**config.mk**
```make
export PLATFORM = sky130hd
export DESIGN_NAME = pixel_stream_rx
export DESIGN_NICKNAME = d
export VERILOG_FILES = /design/src/rtl/pixel_pkg.sv /design/src/rtl/pixel_fifo.sv /design/src/rtl/pixel_stream_rx.sv
export SDC_FILE = /design/constraint.sdc
export NUM_CORES = 1
export LEC_CHECK = 0
export BUFFER_PORTS_ARGS = -buffer_cell sky130_fd_sc_hd__buf_2
export CAP_MARGIN = 40
export CORE_UTILIZATION = 50
export CTS_BUF_LIST = sky130_fd_sc_hd__clkbuf_4 sky130_fd_sc_hd__clkbuf_8
export CTS_CLUSTER_SIZE = 24
export DETAILED_ROUTE_END_ITERATION = 16
export GPL_ROUTABILITY_DRIVEN = 0
export HOLD_SLACK_MARGIN = 0.15
export PLACE_DENSITY_LB_ADDON = 0.2
export REMOVE_ABC_BUFFERS = 1
export SLEW_MARGIN = 40
export SYNTH_ARGS = -nofsm -noshare
export SYNTH_HDL_FRONTEND = slang
export SYNTH_SLANG_ARGS = --single-unit
```
**constraint.sdc**
```tcl
create_clock -name clk -period 2.5 [get_ports clk]
set_input_delay 0.5 -clock clk [delete_from_list [all_inputs] [get_ports clk]]
set_output_delay 0.5 -clock clk [all_outputs]
set_load 0.1 [all_outputs]
```
**src/rtl/pixel_pkg.sv**
```systemverilog
// Shared types and constants for the pixel stream receiver.
// The gray helper is only referenced when PIXEL_GRAY_EN is defined.
package pixel_pkg;

    typedef struct packed {
        logic [7:0] r;
        logic [7:0] g;
        logic [7:0] b;
    } rgb_t;

    typedef struct packed {
        rgb_t data;
        logic sof;
        logic eol;
    } pix_beat_t;

    localparam int BEAT_W = $bits(pix_beat_t);

    typedef enum logic [1:0] {
        IDLE   = 2'd0,
        ACTIVE = 2'd1,
        DONE   = 2'd2
    } rx_state_t;

    localparam logic [7:0] GRAY_COEF_R = 8'd77;
    localparam logic [7:0] GRAY_COEF_G = 8'd150;
    localparam logic [7:0] GRAY_COEF_B = 8'd29;

    // Worst case 255*(77+150+29) = 65280, so the 16-bit sum never wraps.
    function automatic logic [7:0] gray_of(input rgb_t p);
        logic [15:0] sum;
        sum = ({8'd0, GRAY_COEF_R} * {8'd0, p.r})
            + ({8'd0, GRAY_COEF_G} * {8'd0, p.g})
            + ({8'd0, GRAY_COEF_B} * {8'd0, p.b});
        return sum[15:8];
    endfunction

endpackage

```
**src/rtl/pixel_fifo.sv**
```systemverilog
// Output buffer for the pixel stream receiver: DEPTH entries of {data, sof, eol}.
// Push into a full FIFO is accepted only when a pop happens in the same cycle.
module pixel_fifo
    import pixel_pkg::*;
#(
    parameter int DEPTH = 4
) (
    input  logic                     clk,
    input  logic                     reset_n,
    input  logic                     push,
    input  logic [BEAT_W-1:0]        wdata,
    input  logic                     pop,
    output logic [BEAT_W-1:0]        rdata,
    output logic                     empty,
    output logic [$clog2(DEPTH):0]   count
);

    localparam int AW = $clog2(DEPTH);
    localparam logic [AW:0] FULL_CNT = (AW + 1)'(DEPTH);

    logic [BEAT_W-1:0] mem [DEPTH];
    logic [AW-1:0]     wr_ptr;
    logic [AW-1:0]     rd_ptr;
    logic [AW:0]       cnt;
    logic              do_push;
    logic              do_pop;

    assign do_pop  = pop && (cnt != '0);
    assign do_push = push && ((cnt != FULL_CNT) || do_pop);

    always_ff @(posedge clk or negedge reset_n) begin
        if (!reset_n) begin
            wr_ptr <= '0;
            rd_ptr <= '0;
            cnt    <= '0;
            for (int i = 0; i < DEPTH; i++) begin
                mem[i] <= '0;
            end
        end else begin
            if (do_push) begin
                mem[wr_ptr] <= wdata;
                wr_ptr      <= wr_ptr + 1'b1;
            end
            if (do_pop) begin
                rd_ptr <= rd_ptr + 1'b1;
            end
            case ({do_push, do_pop})
                2'b10:   cnt <= cnt + 1'b1;
                2'b01:   cnt <= cnt - 1'b1;
                default: cnt <= cnt;
            endcase
        end
    end

    assign rdata = mem[rd_ptr];
    assign empty = (cnt == '0);
    assign count = cnt;

endmodule

```
**src/rtl/pixel_stream_rx.sv**
```systemverilog
// Pixel stream receiver: frame tracking, 2-stage pipeline and output FIFO.
// Define PIXEL_GRAY_EN to replace each pixel by its luma {Y,Y,Y}.
//
// state  | meaning
// IDLE   | waiting for the first sof beat after reset
// ACTIVE | inside a frame, counting x/y
// DONE   | last pixel accepted; waiting for the next sof
module pixel_stream_rx
    import pixel_pkg::*;
#(
    parameter int IMG_W      = 240,
    parameter int IMG_H      = 240,
    parameter int FIFO_DEPTH = 4
) (
    input  logic        clk,
    input  logic        reset_n,
    input  logic        s_valid,
    output logic        s_ready,
    input  logic [23:0] s_data,
    input  logic        s_sof,
    input  logic        s_eol,
    output logic        m_valid,
    input  logic        m_ready,
    output logic [23:0] m_data,
    output logic        m_sof,
    output logic        m_eol,
    output logic        done,
    output logic        err,
    output logic [31:0] pix_cnt
);

    localparam int XW = (IMG_W > 1) ? $clog2(IMG_W) : 1;
    localparam int YW = (IMG_H > 1) ? $clog2(IMG_H) : 1;
    localparam int CW = $clog2(FIFO_DEPTH) + 1;
    localparam logic [XW-1:0] X_LAST = XW'(IMG_W - 1);
    localparam logic [YW-1:0] Y_LAST = YW'(IMG_H - 1);
    localparam logic [CW:0]   CREDIT = (CW + 1)'(FIFO_DEPTH);

    rx_state_t   state_q, state_d;
    logic [XW-1:0] x_q, x_d, px;
    logic [YW-1:0] y_q, y_d, py;
    logic [31:0] cnt_q, cnt_d;
    logic        done_q, done_d;
    logic        err_q, err_d;
    logic        rdy_en_q;
    logic        accept;
    logic        fwd;
    pix_beat_t   beat_in;

    logic        v1, v2;
    pix_beat_t   b1, b2, b1_conv;
    logic [BEAT_W-1:0] fifo_rdata;
    logic        fifo_empty;
    logic [CW-1:0] fifo_count;
    logic [CW:0] occupancy;
    pix_beat_t   head;

    assign accept = s_valid && s_ready;

    always_ff @(posedge clk or negedge reset_n) begin
        if (!reset_n) begin
            state_q  <= IDLE;
            x_q      <= '0;
            y_q      <= '0;
            cnt_q    <= '0;
            done_q   <= 1'b0;
            err_q    <= 1'b0;
            rdy_en_q <= 1'b0;
        end else begin
            state_q  <= state_d;
            x_q      <= x_d;
            y_q      <= y_d;
            cnt_q    <= cnt_d;
            done_q   <= done_d;
            err_q    <= err_d;
            rdy_en_q <= 1'b1;
        end
    end

    always_comb begin
        state_d = state_q;
        x_d     = x_q;
        y_d     = y_q;
        cnt_d   = cnt_q;
        done_d  = done_q;
        err_d   = err_q;
        fwd     = 1'b0;
        px      = x_q;
        py      = y_q;
        if (accept) begin
            if (!s_sof && (state_q != ACTIVE)) begin
                err_d = 1'b1;
            end else begin
                fwd = 1'b1;
                if (s_sof) begin
                    // A sof inside a frame aborts it; the beat restarts at (0,0).
                    if (state_q == ACTIVE) begin
                        err_d = 1'b1;
                    end
                    px     = '0;
                    py     = '0;
                    cnt_d  = 32'd1;
                    done_d = 1'b0;
                end else begin
                    cnt_d = cnt_q + 32'd1;
                end
                if (s_eol != (px == X_LAST)) begin
                    err_d = 1'b1;
                end
                state_d = ACTIVE;
                if (px == X_LAST) begin
                    x_d = '0;
                    if (py == Y_LAST) begin
                        y_d     = '0;
                        state_d = DONE;
                        done_d  = 1'b1;
                    end else begin
                        y_d = py + 1'b1;
                    end
                end else begin
                    x_d = px + 1'b1;
                    y_d = py;
                end
            end
        end
    end

    assign beat_in.data = rgb_t'(s_data);
    assign beat_in.sof  = (px == '0) && (py == '0);
    assign beat_in.eol  = (px == X_LAST);

    always_comb begin
        b1_conv = b1;
`ifdef PIXEL_GRAY_EN
        b1_conv.data = rgb_t'({3{gray_of(b1.data)}});
`endif
    end

    always_ff @(posedge clk or negedge reset_n) begin
        if (!reset_n) begin
            v1 <= 1'b0;
            v2 <= 1'b0;
            b1 <= '0;
            b2 <= '0;
        end else begin
            v1 <= fwd;
            v2 <= v1;
            if (fwd) begin
                b1 <= beat_in;
            end
            if (v1) begin
                b2 <= b1_conv;
            end
        end
    end

    pixel_fifo #(
        .DEPTH (FIFO_DEPTH)
    ) u_fifo (
        .clk     (clk),
        .reset_n (reset_n),
        .push    (v2),
        .wdata   (b2),
        .pop     (m_ready),
        .rdata   (fifo_rdata),
        .empty   (fifo_empty),
        .count   (fifo_count)
    );

    // Beats in flight count against credit so a stalled sink never loses one.
    assign occupancy = (CW + 1)'(fifo_count) + (CW + 1)'(v1) + (CW + 1)'(v2);
    assign s_ready   = rdy_en_q && (occupancy < CREDIT);

    assign head    = pix_beat_t'(fifo_rdata);
    assign m_valid = !fifo_empty;
    assign m_data  = head.data;
    assign m_sof   = head.sof;
    assign m_eol   = head.eol;
    assign done    = done_q;
    assign err     = err_q;
    assign pix_cnt = cnt_q;

endmodule
```
# Word level (Yosys, flattened, before mapping)
# Cells that the tools add are included.
[op_classes]
magnitude_cmp = 4
reduce_logical = 19
addsub = 9
eq_ne = 9
bitwise = 3
mux = 32
[ops]
columns = ["operator", "count"]
rows = [
  ["104-bit bitwise mux", 1],
  ["8-bit 2-to-1 mux", 13],
  ["26-bit 2-to-1 mux", 3],
  ["26-bit binary-select mux with 2-bit select", 1],
  ["26-bit demux with 2-bit select", 1],
  ["32-bit by 1-bit adder with 32-bit output, second input constant", 1],
  ["32-bit 2-to-1 mux", 1],
  ["8-bit equality test, second input constant", 3],
  ["8-bit by 1-bit adder with 8-bit output, second input constant", 2],
  ["8-bit logical NOT", 2],
  ["1-bit 2-to-1 mux", 9],
  ["3-bit nonzero test", 3],
  ["1-bit logical AND", 7],
  ["3-bit >= comparator, second input constant", 2],
  ["2-bit NOT with 3-bit output", 2],
  ["3-bit case mux with 2 select lines", 1],
  ["2-bit by 1-bit adder with 2-bit output, second input constant", 2],
  ["3-bit by 1-bit adder with 4-bit output", 1],
  ["4-bit by 1-bit adder with 4-bit output", 1],
  ["2-bit by 1-bit equality test with 1-bit output, second input constant", 2],
  ["4-bit by 3-bit less-than comparator with 1-bit output, second input constant", 1],
  ["2-bit 2-to-1 mux", 2],
  ["3-bit by 1-bit adder with 3-bit output, second input constant", 1],
  ["3-bit logical NOT", 1],
  ["12 further kinds", 13],
]
[totals]
output_inout_bits = 62
elab_cells = 102
inputBits = 30
ff_bits = 218

# Longest topological paths before layout
# Gate-level depths: netlist of run 1.
[logic_depth]
ltp_word = 10
depth_mapped = 10
mapped_depth_nobuf = 9

# Hierarchy
# A second synthesis of run 1 with hierarchy kept.
[unflattened]
hier_cells = 784
area_unflattened_um2 = 9857.0
[by_module_without_submodules]
columns = ["mod", "cells_each", "area_per_inst_um2", "seq_area_each_um2", "instances"]
rows = [
  ["pixel_stream_rx", 496, 4938.5, 2677.6, 1],
  ["pixel_fifo", 288, 4918.5, 2777.7, 1],
]

# Least setup slack after synthesis of run 1
# Ideal clock, no wire load.
[synth_timing]
path_kind = "reg2reg"
from = "register u_fifo.cnt[1] (netlist: u_fifo.count[1])"
to = "register u_fifo.cnt[2] (netlist: u_fifo.count[2])"
path_buffers = 0
synth_period_minus_slack_ns = 2.692
path_slack_ns = -0.192
required_time_ns = 2.378
arrival_ns = 2.569
path_stages_with_launch = 10
setup_ns = 0.122
path_cell_list = "dfrtp_1 > inv_1 > nand3_1 > and2_1 > ha_1 > inv_1 > fa_1 > xor2_1 > nor2_1 > xnor2_1"
[synth_via]
elab_chain_len = 6
elab_cells_between_ends = 11
classes_between = "add/sub: 2; eq/ne: 3; mux: 1; reduce/logical: 5"
[synth_lines]
columns = ["element", "line_no", "source"]
rows = [
  ["start: declaration", "pixel_fifo.sv:24", "logic [AW:0] cnt;"],
  ["start signal: assignment", "pixel_fifo.sv:48", "2'b10: cnt <= cnt + 1'b1;"],
  ["start signal: assignment", "pixel_fifo.sv:49", "2'b01: cnt <= cnt - 1'b1;"],
  ["start signal: assignment", "pixel_fifo.sv:50", "default: cnt <= cnt;"],
  ["3-bit nonzero test (*)", "pixel_fifo.sv:28", "assign do_pop = pop && (cnt != '0);"],
  ["1-bit logical AND (*)", "pixel_fifo.sv:28", ""],
  ["named net u_fifo.do_pop", "pixel_fifo.sv:26", "logic do_pop;"],
  ["1-bit logical OR", "pixel_fifo.sv:29", "assign do_push = push && ((cnt != FULL_CNT) || do_pop);"],
  ["1-bit logical AND", "pixel_fifo.sv:29", ""],
  ["2-bit by 1-bit equality test with 1-bit output or 2-bit equality test (tied branches)", "pixel_fifo.sv:47", "case ({do_push, do_pop})"],
  ["3-bit case mux with 2 select lines or 2-bit nonzero test (tied branches)", "-", ""],
]
# Mark *: on every way through the listed nets, which the timed path passes. The rest lies on a longest branch.
# A chain may end at the register's enable or synchronous reset.

# Worst setup path after layout of run 1
[layout_timing]
from = "register u_fifo.rd_ptr[0]"
to = "output m_data[20]"
[layout_via]
elab_chain_len = 4
[layout_lines]
columns = ["element", "line_no", "source"]
rows = [
  ["start: declaration", "pixel_fifo.sv:23", "logic [AW-1:0] rd_ptr;"],
  ["start signal: assignment", "pixel_fifo.sv:45", "rd_ptr <= rd_ptr + 1'b1;"],
  ["2-bit NOT with 3-bit output (implied by the code)", "pixel_fifo.sv:55", "assign rdata = mem[rd_ptr];"],
  ["26-bit binary-select mux with 2-bit select", "pixel_fifo.sv:55", ""],
  ["26-bit 2-to-1 mux (implied by the code) (2 in a row)", "pixel_fifo.sv:55", ""],
  ["end: declaration", "pixel_stream_rx.sv:24", "output logic [23:0] m_data,"],
]
# No other way between the ends. The select of a mux whose other input is x is not followed.

==> summary.md, run 1 <==
| Metric | Value |
|---|---|
| Status | `finished clean` |
| Largest buffer count on any clock path | `3` |
| Seq/Total Area, Yosys | `0.561` |
| Initial antenna violation count | `0` |
| Clk Latency, worst-skew pair | `0.53 ns` |
| Post-Synth Simple-Gate Area | `0.126` |
| Cell Count Post-Placement | `1114` |
| Pre-antenna DRT Iters | `5` |
| Die span in x | `141 µm` |
| Worst Skew | `0.0287 ns` |
| Fraction of layout cells with a size suffix above 1 | `0.377` |
| Worst vdd ir | `1.03 mV` |
| Switch share | `0.394` |
| Delay-heaviest family, CP | `multiplexers` |
| Fill count | `1483` |
| CP endpoint kind | `output pin` |
| Largest family of logic cells by synthesized area | `multiplexers` |
| Crit path required time | `2.00 ns` |
| Nets | `947` |
| CP dominant cell by count | `buf_12` |
| Largest net degree at the start of global routing | `63` |
| Non-Filler Instances | `1182` |
| Post-route ant nets | `0` |
| N_diodes | `0` |
| Post-Synth Adder-Cell Area | `0.0136` |
| Relative slew slack | `0.592` |
| Mapped cell area | `0.00972 mm²` |
| Initial Utilization | `0.515` |
| Yosys cell types | `56` |
| Cells after Synth | `774` |
| Routed WL per cell | `17.8 µm` |
| Post-synth EDFFs | `0` |
| Post-layout min period | `2.43 ns` |
| Num CTS Buffers | `38` |
| Reg power frac | `0.360` |
| DIE AREA | `0.0200 mm²` |
| Crit path buf inv count | `2` |
| CTS tree | `built` |
| Clk slew on worst S/H paths | `0.06 ns` |
| Core ar. | `0.0189 mm²` |
| Leak | `5.67 nW` |
| Slowest CP cell | `mux4_2` |
| Seq cells post-synth | `218` |
| DRC errors left | `0` |
| Combinational share of power | `0.435` |
| Internal power | `9.07 mW` |
| Power, Total | `15.0 mW` |
| Max_cap viols | `0` |
| Post-route core utilization | `0.630` |
| Crit-path cells | `buf_12 -> mux4_2 -> buf_12` |
| RSZ-0062 raised after global routing | `true` |
| Synth Area in Compound Gates | `0.0416` |
| Hold Path Class | `in2reg` |
| Synth Area per Inst | `12.6 µm²` |
| Fmax | `411 MHz` |
| Synth warn | `0` |
| Max H-tree Level | `2` |
| Number of global-route vias before repair | `6897` |
| Setup WS pre-CTS | `0.164 ns` |
| Clock Power Share | `0.205` |
| Worst slew pin tran | `0.606 ns` |
| Crit share post-route | `0.972` |
| First-pass GRT wire length | `34900 µm` |
| Final setup violation count | `0` |
| # IOs | `92` |
| Iter 0 DRT Violations | `312` |
| Final Hold Violating Endpoints | `0` |
| Total Routing Usage GR | `0.223` |
| Clock Sinks | `218` |
| Maximum fanout along the worst path | `10` |
| Syn-to-layout area delta | `22.4%` |
| Root Buffer | `clkbuf_8` |
| Startpoint Class | `register` |
| Routed wire length | `21000 µm` |
| WS Path Type | `reg2out` |
| Final-report max-slew violation count | `0` |
| CP peak stage delay | `0.57 ns` |
| Post-synthesis mux area share | `0.212` |
| Post-synth top flop | `dfrtp_1` |
| Finished layout cell area | `0.0119 mm²` |
| Worst path arrival time | `1.93 ns` |
| Avg Vias per Cell | `5.54` |
| Post-synthesis xor/xnor area fraction | `0.0216` |
| Port Buffers | `91` |
| DP Area | `0.0110 mm²` |
| Chip height | `141 µm` |
| NetSw | `5.89 mW` |
| DR vias | `6544` |
| Core Rows | `50` |
| Total gr overflow | `0` |
| Pwr per Cell Area | `1260 mW/mm²` |
| DP HPWL | `13500 µm` |
| Ys async rst share | `1.00` |
| Setup ws final | `0.0694 ns` |
==> metrics by stage <==
| step | TNS (ns) | hold WS (ns) |
|---|---|---|
| 6_report | 0 | 0.171 |
| 5_1_grt | -0.00186 | 0.157 |
| 4_1_cts | 0 | 0.151 |
| 3_5_place_dp | 0 | 0.463 |
| 3_3_place_gp | 0 | 0.454 |
| 2_1_floorplan | -17.03 | 0.204 |
==> Yosys cell counts (all sizes together), types with 2 or more instances <==
cell type	n	area share
a21o	3	0.0023
a21oi	16	0.0086
a31oi	4	0.0026
a32o	3	0.0031
and3	7	0.0050
and4b	4	0.0041
buf	25	0.013
clkbuf	13	0.0051
dfrtp	218	0.56
ha	9	0.012
inv	15	0.0058
mux2	130	0.15
mux4	26	0.060
nand2	122	0.048
nand3	22	0.011
nand4	7	0.0067
nand4b	5	0.0051
nor2	26	0.010
nor2b	6	0.0039
nor3	11	0.0057
nor4	16	0.011
o21a	5	0.0039
o21ai	21	0.011
o31ai	5	0.0039
or2	2	0.0013
or3	10	0.0064
or4	5	0.0039
xnor2	18	0.016
xor2	6	0.0054
==> routing by layer <==
metal | wire, µm | track usage | vias up
met5 | 0 | 0 | -
met4 | 459 | 0.0792 | 0
met3 | 917 | 0.0378 | 46
met2 | 10400 | 0.379 | 181
met1 | 9220 | 0.291 | 3311
li1 | - | - | 3006
==> worst reg2reg max path, cell delays in order, from the launching register on <==
cell     delay, ns
dfrtp_1       0.42
ha_1          0.32
a21oi_2       0.20
buf_4         0.14
o211a_4       0.22
nand2_2       0.10
inv_2         0.41
o21ai_1       0.18
a32o_1        0.24
==> sequential cells by signal, summed over array words and instances, names as in the netlist <==
name           count
u_fifo.rd_ptr      2
u_fifo.mem       104
y_q                8
pix_cnt           32
b2                26
u_fifo.count       3
rdy_en_q           1
x_q                8
b1                26
v1                 1
v2                 1
u_fifo.wr_ptr      2
err                1
done               1
state_q            2
==> what timing repair did <==
| item | CTS | global route |
|---|---|---|
| buffers inserted | 1 | 1 |
| hold buffers | 11 | 0 |
| endpoints found under the setup margin | 22 | 2 |
| hold endpoints to repair | 54 | 0 |
| pin swaps | 0 | 1 |
| gates resized for setup | 5 | 3 |
==> final cells by class <==
class                      count  area (µm²)  share of cell area
clock buffer                  53         679              0.0571
clock inverter                 2        18.8             0.00158
inverter                      15        56.3             0.00473
multi-input combinational    503        4060               0.341
sequential                   218        5460               0.459
tap                          260         325              0.0273
timing repair buffer         131        1310               0.110
==> cells in the final DEF (no fill, tap or decap), drive strengths merged, types with 11 or more instances in the layout <==
master,instances
clkbuf,54
dlygate4sd3,11
mux4,26
inv,16
dfrtp,218
a21oi,16
nand3,22
mux2,130
o21ai,21
nor4,16
buf,119
nor3,11
nand2,122
nor2,26
xnor2,18
==> cells by family after synthesis <==
logic type | Yosys count
xor+xnor | 24
other cells | 1
simple gates | 248
buf+inv | 53
flops | 218
compound gates | 63
fa+ha+maj | 10
mux | 157
==> power groups by stage <==
stage,registers [mW],logic [mW],clock network (mW)
detailed placement,5.46,6.45,0
CTS,5.39,6.57,3.15
global placement,5.34,6.32,0
finish,5.39,6.51,3.07
floorplan,5.55,4.07,0
global route,5.55,6.83,3.30
==> path summary, 6_finish.rpt <==
kind                                  start              to  slack [ns]  cells past startpoint
setup / recovery           u_fifo.rd_ptr[0]      m_data[20]        0.07                      3
hold / removal                   s_data[10]          b1[12]        0.17                      3
setup reg to reg            u_fifo.count[0]          y_q[1]        0.13                      8
hold reg to reg                      b1[23]          b1[23]        0.47                      2
max in group asynchronous           reset_n      pix_cnt[2]        1.32                      3
min in group asynchronous           reset_n  u_fifo.mem[90]        0.47                      2
No activity file was read; power rests on OpenSTA's default activity.
==> inputs of run 2 (changes only) <==
Settings changed: BUFFER_PORTS_ARGS -buffer_cell sky130_fd_sc_hd__buf_2 to unset, CORE_ASPECT_RATIO set to 1.2, CORE_UTILIZATION 50 to 40, DONT_BUFFER_PORTS set to 1.
==> run 2 against run 1 <==
The run now ends with negative hold slack left; clock power up 11%; cell area grew 1.3%; via count rose by 0.34%; critical endpoint is now m_data[11]; largest cell class unchanged; highest routed layer unchanged.
==> summary.md, run 2 (same netlist as run 1, synthesis figures left out) <==
| Metric | Value |
|---|---|
| Status | `finished with violations` |
| Failing checks | `negative hold slack` |
| Number of global-route vias before repair | `7077` |
| Final-report max-slew violation count | `0` |
| Die span in x | `144 µm` |
| Delay-heaviest family, CP | `multiplexers` |
| Worst Skew | `0.0179 ns` |
| DR vias | `6566` |
| Post-route ant nets | `0` |
| Pre-antenna DRT Iters | `6` |
| Biggest register | `u_fifo.mem` |
| Setup crit start | `u_fifo.rd_ptr[0]` |
| Maximum fanout along the worst path | `22` |
| # IOs | `92` |
| First-pass GRT wire length | `36500 µm` |
| Port Buffers | `0` |
| Core ar. | `0.0239 mm²` |
| Slack of the worst reg-to-reg path | `0.21 ns` |
| Total gr overflow | `0` |
| Highest-count cells in the layout ignoring fill and taps | `dfrtp_1 (215), mux2_2 (130), nand2_1 (117), buf_4 (49), clkbuf_8 (46)` |
| Hold-fix buffers, CTS | `25` |
| Iter 0 DRT Violations | `252` |
| Num CTS Buffers | `40` |
| Post-layout min period | `2.43 ns` |
| Clock Sinks | `218` |
| Routed WL per cell | `18.0 µm` |
| WS Path Type | `reg2out` |
| CP endpoint kind | `output pin` |
| Fraction of layout cells with a size suffix above 1 | `0.360` |
| RR Startpoint | `u_fifo.count[0]` |
| Chip height | `173 µm` |
| Largest buffer count on any clock path | `3` |
| Commonest non-fill, non-tap cell in the layout | `dfrtp_1` |
| R2R depth | `7` |
| Worst path arrival time | `1.93 ns` |
| DIE AREA | `0.0249 mm²` |
| Clk Latency, worst-skew pair | `0.53 ns` |
| Nets | `925` |
| Crit Reg-Reg Endpoint | `pix_cnt[23]` |
| CP dominant cell by count | `buf_12` |
| Crit share post-route | `0.973` |
| Fmax | `411 MHz` |
| Pwr per Cell Area | `1260 mW/mm²` |
| DRC errors left | `0` |
| Startpoint Class | `register` |
| Post-route core utilization | `0.505` |
| Worst slew pin tran | `0.725 ns` |
| Fin Hold WS | `-0.328 ns` |
| Initial Utilization | `0.407` |
| Largest net degree at the start of global routing | `219` |
| Leak | `5.63 nW` |
| Max FFs per register | `104` |
| Core Rows | `62` |
| Clk slew on worst S/H paths | `0.06 ns` |
| Reg area | `0.00546 mm²` |
| CTS tree | `built` |
| DP HPWL | `14300 µm` |
| Max_cap viols | `0` |
| CP peak stage delay | `0.59 ns` |
| Max H-tree Level | `2` |
| Worst vdd ir | `0.459 mV` |
| Syn-to-layout area delta | `24.0%` |
| RSZ-0062 raised after global routing | `true` |
| Fill count | `2127` |
| Crit path buf inv count | `2` |
| Relative slew slack | `0.512` |
| Total Routing Usage GR | `0.187` |
| Initial antenna violation count | `0` |
| Multi-input gate area | `0.00405 mm²` |
| Hold Path Class | `in2async` |
| Crit-path cells | `buf_12 -> mux4_2 -> buf_12` |
| Avg Vias per Cell | `5.32` |
| Slowest CP cell | `mux4_2` |
| Final Hold Violating Endpoints | `218` |
| Routed wire length | `22200 µm` |
| Root Buffer | `clkbuf_8` |
| Final setup violation count | `0` |
| N_diodes | `0` |
| Crit path required time | `2.00 ns` |
## run 2: area by class of cell
type | count | share of cell area
clock buffers | 66 | 0.0650
clock inverters | 6 | 0.00301
inverters | 15 | 0.00467
multi-input cells | 503 | 0.335
flip-flops and latches | 218 | 0.453
well taps | 320 | 0.0332
repair buffers | 107 | 0.106
## run 2: power by group
group	leakage, nW	switching (mW)	internal, mW
Sequential	2.87	0.752	4.65
Combinational	2.31	3.72	2.66
Clock	0.443	1.43	1.98
Total	5.63	5.90	9.29
## run 2: how the worst max path moves through the flow
stage | to | slack, ns | cells past startpoint
floorplan | y_q[1] | -0.40 | 5
global placement | u_fifo.count[2] | 0.35 | 8
detailed placement | u_fifo.count[2] | 0.29 | 8
CTS | m_data[11] | 0.02 | 3
global route | m_data[4] | -0.007 | 3
finish | m_data[11] | 0.07 | 3
## run 2: layer usage
layer | part of all wire | global-route usage | vias to the layer above
met5 | 0 | 0 | -
met4 | 0.021 | 0.0579 | 0
met3 | 0.053 | 0.0443 | 43
met2 | 0.52 | 0.321 | 171
met1 | 0.41 | 0.230 | 3358
li1 | - | - | 2994
## run 2: what timing repair did
item	4_1_cts	5_1_grt
pin swaps	0	1
endpoints found under the hold margin	243	218
resized for setup	2	2
endpoints found under the setup margin	23	4
buffers inserted	1	1
## run 2: per-stage QoR
step                instance area, µm²  power (mW)  std cells  setup slack, ns  setup TNS (ns)
floorplan                         9550        9.62        736           -0.404          -17.03
global placement                 11000        11.6       1136            0.347               0
detailed placement               11000        11.8       1136            0.288               0
CTS                              12000        15.4       1234           0.0175               0
global route                     12100        16.0       1235         -0.00744         -0.0182
finish                           12100        15.2       1235           0.0674               0
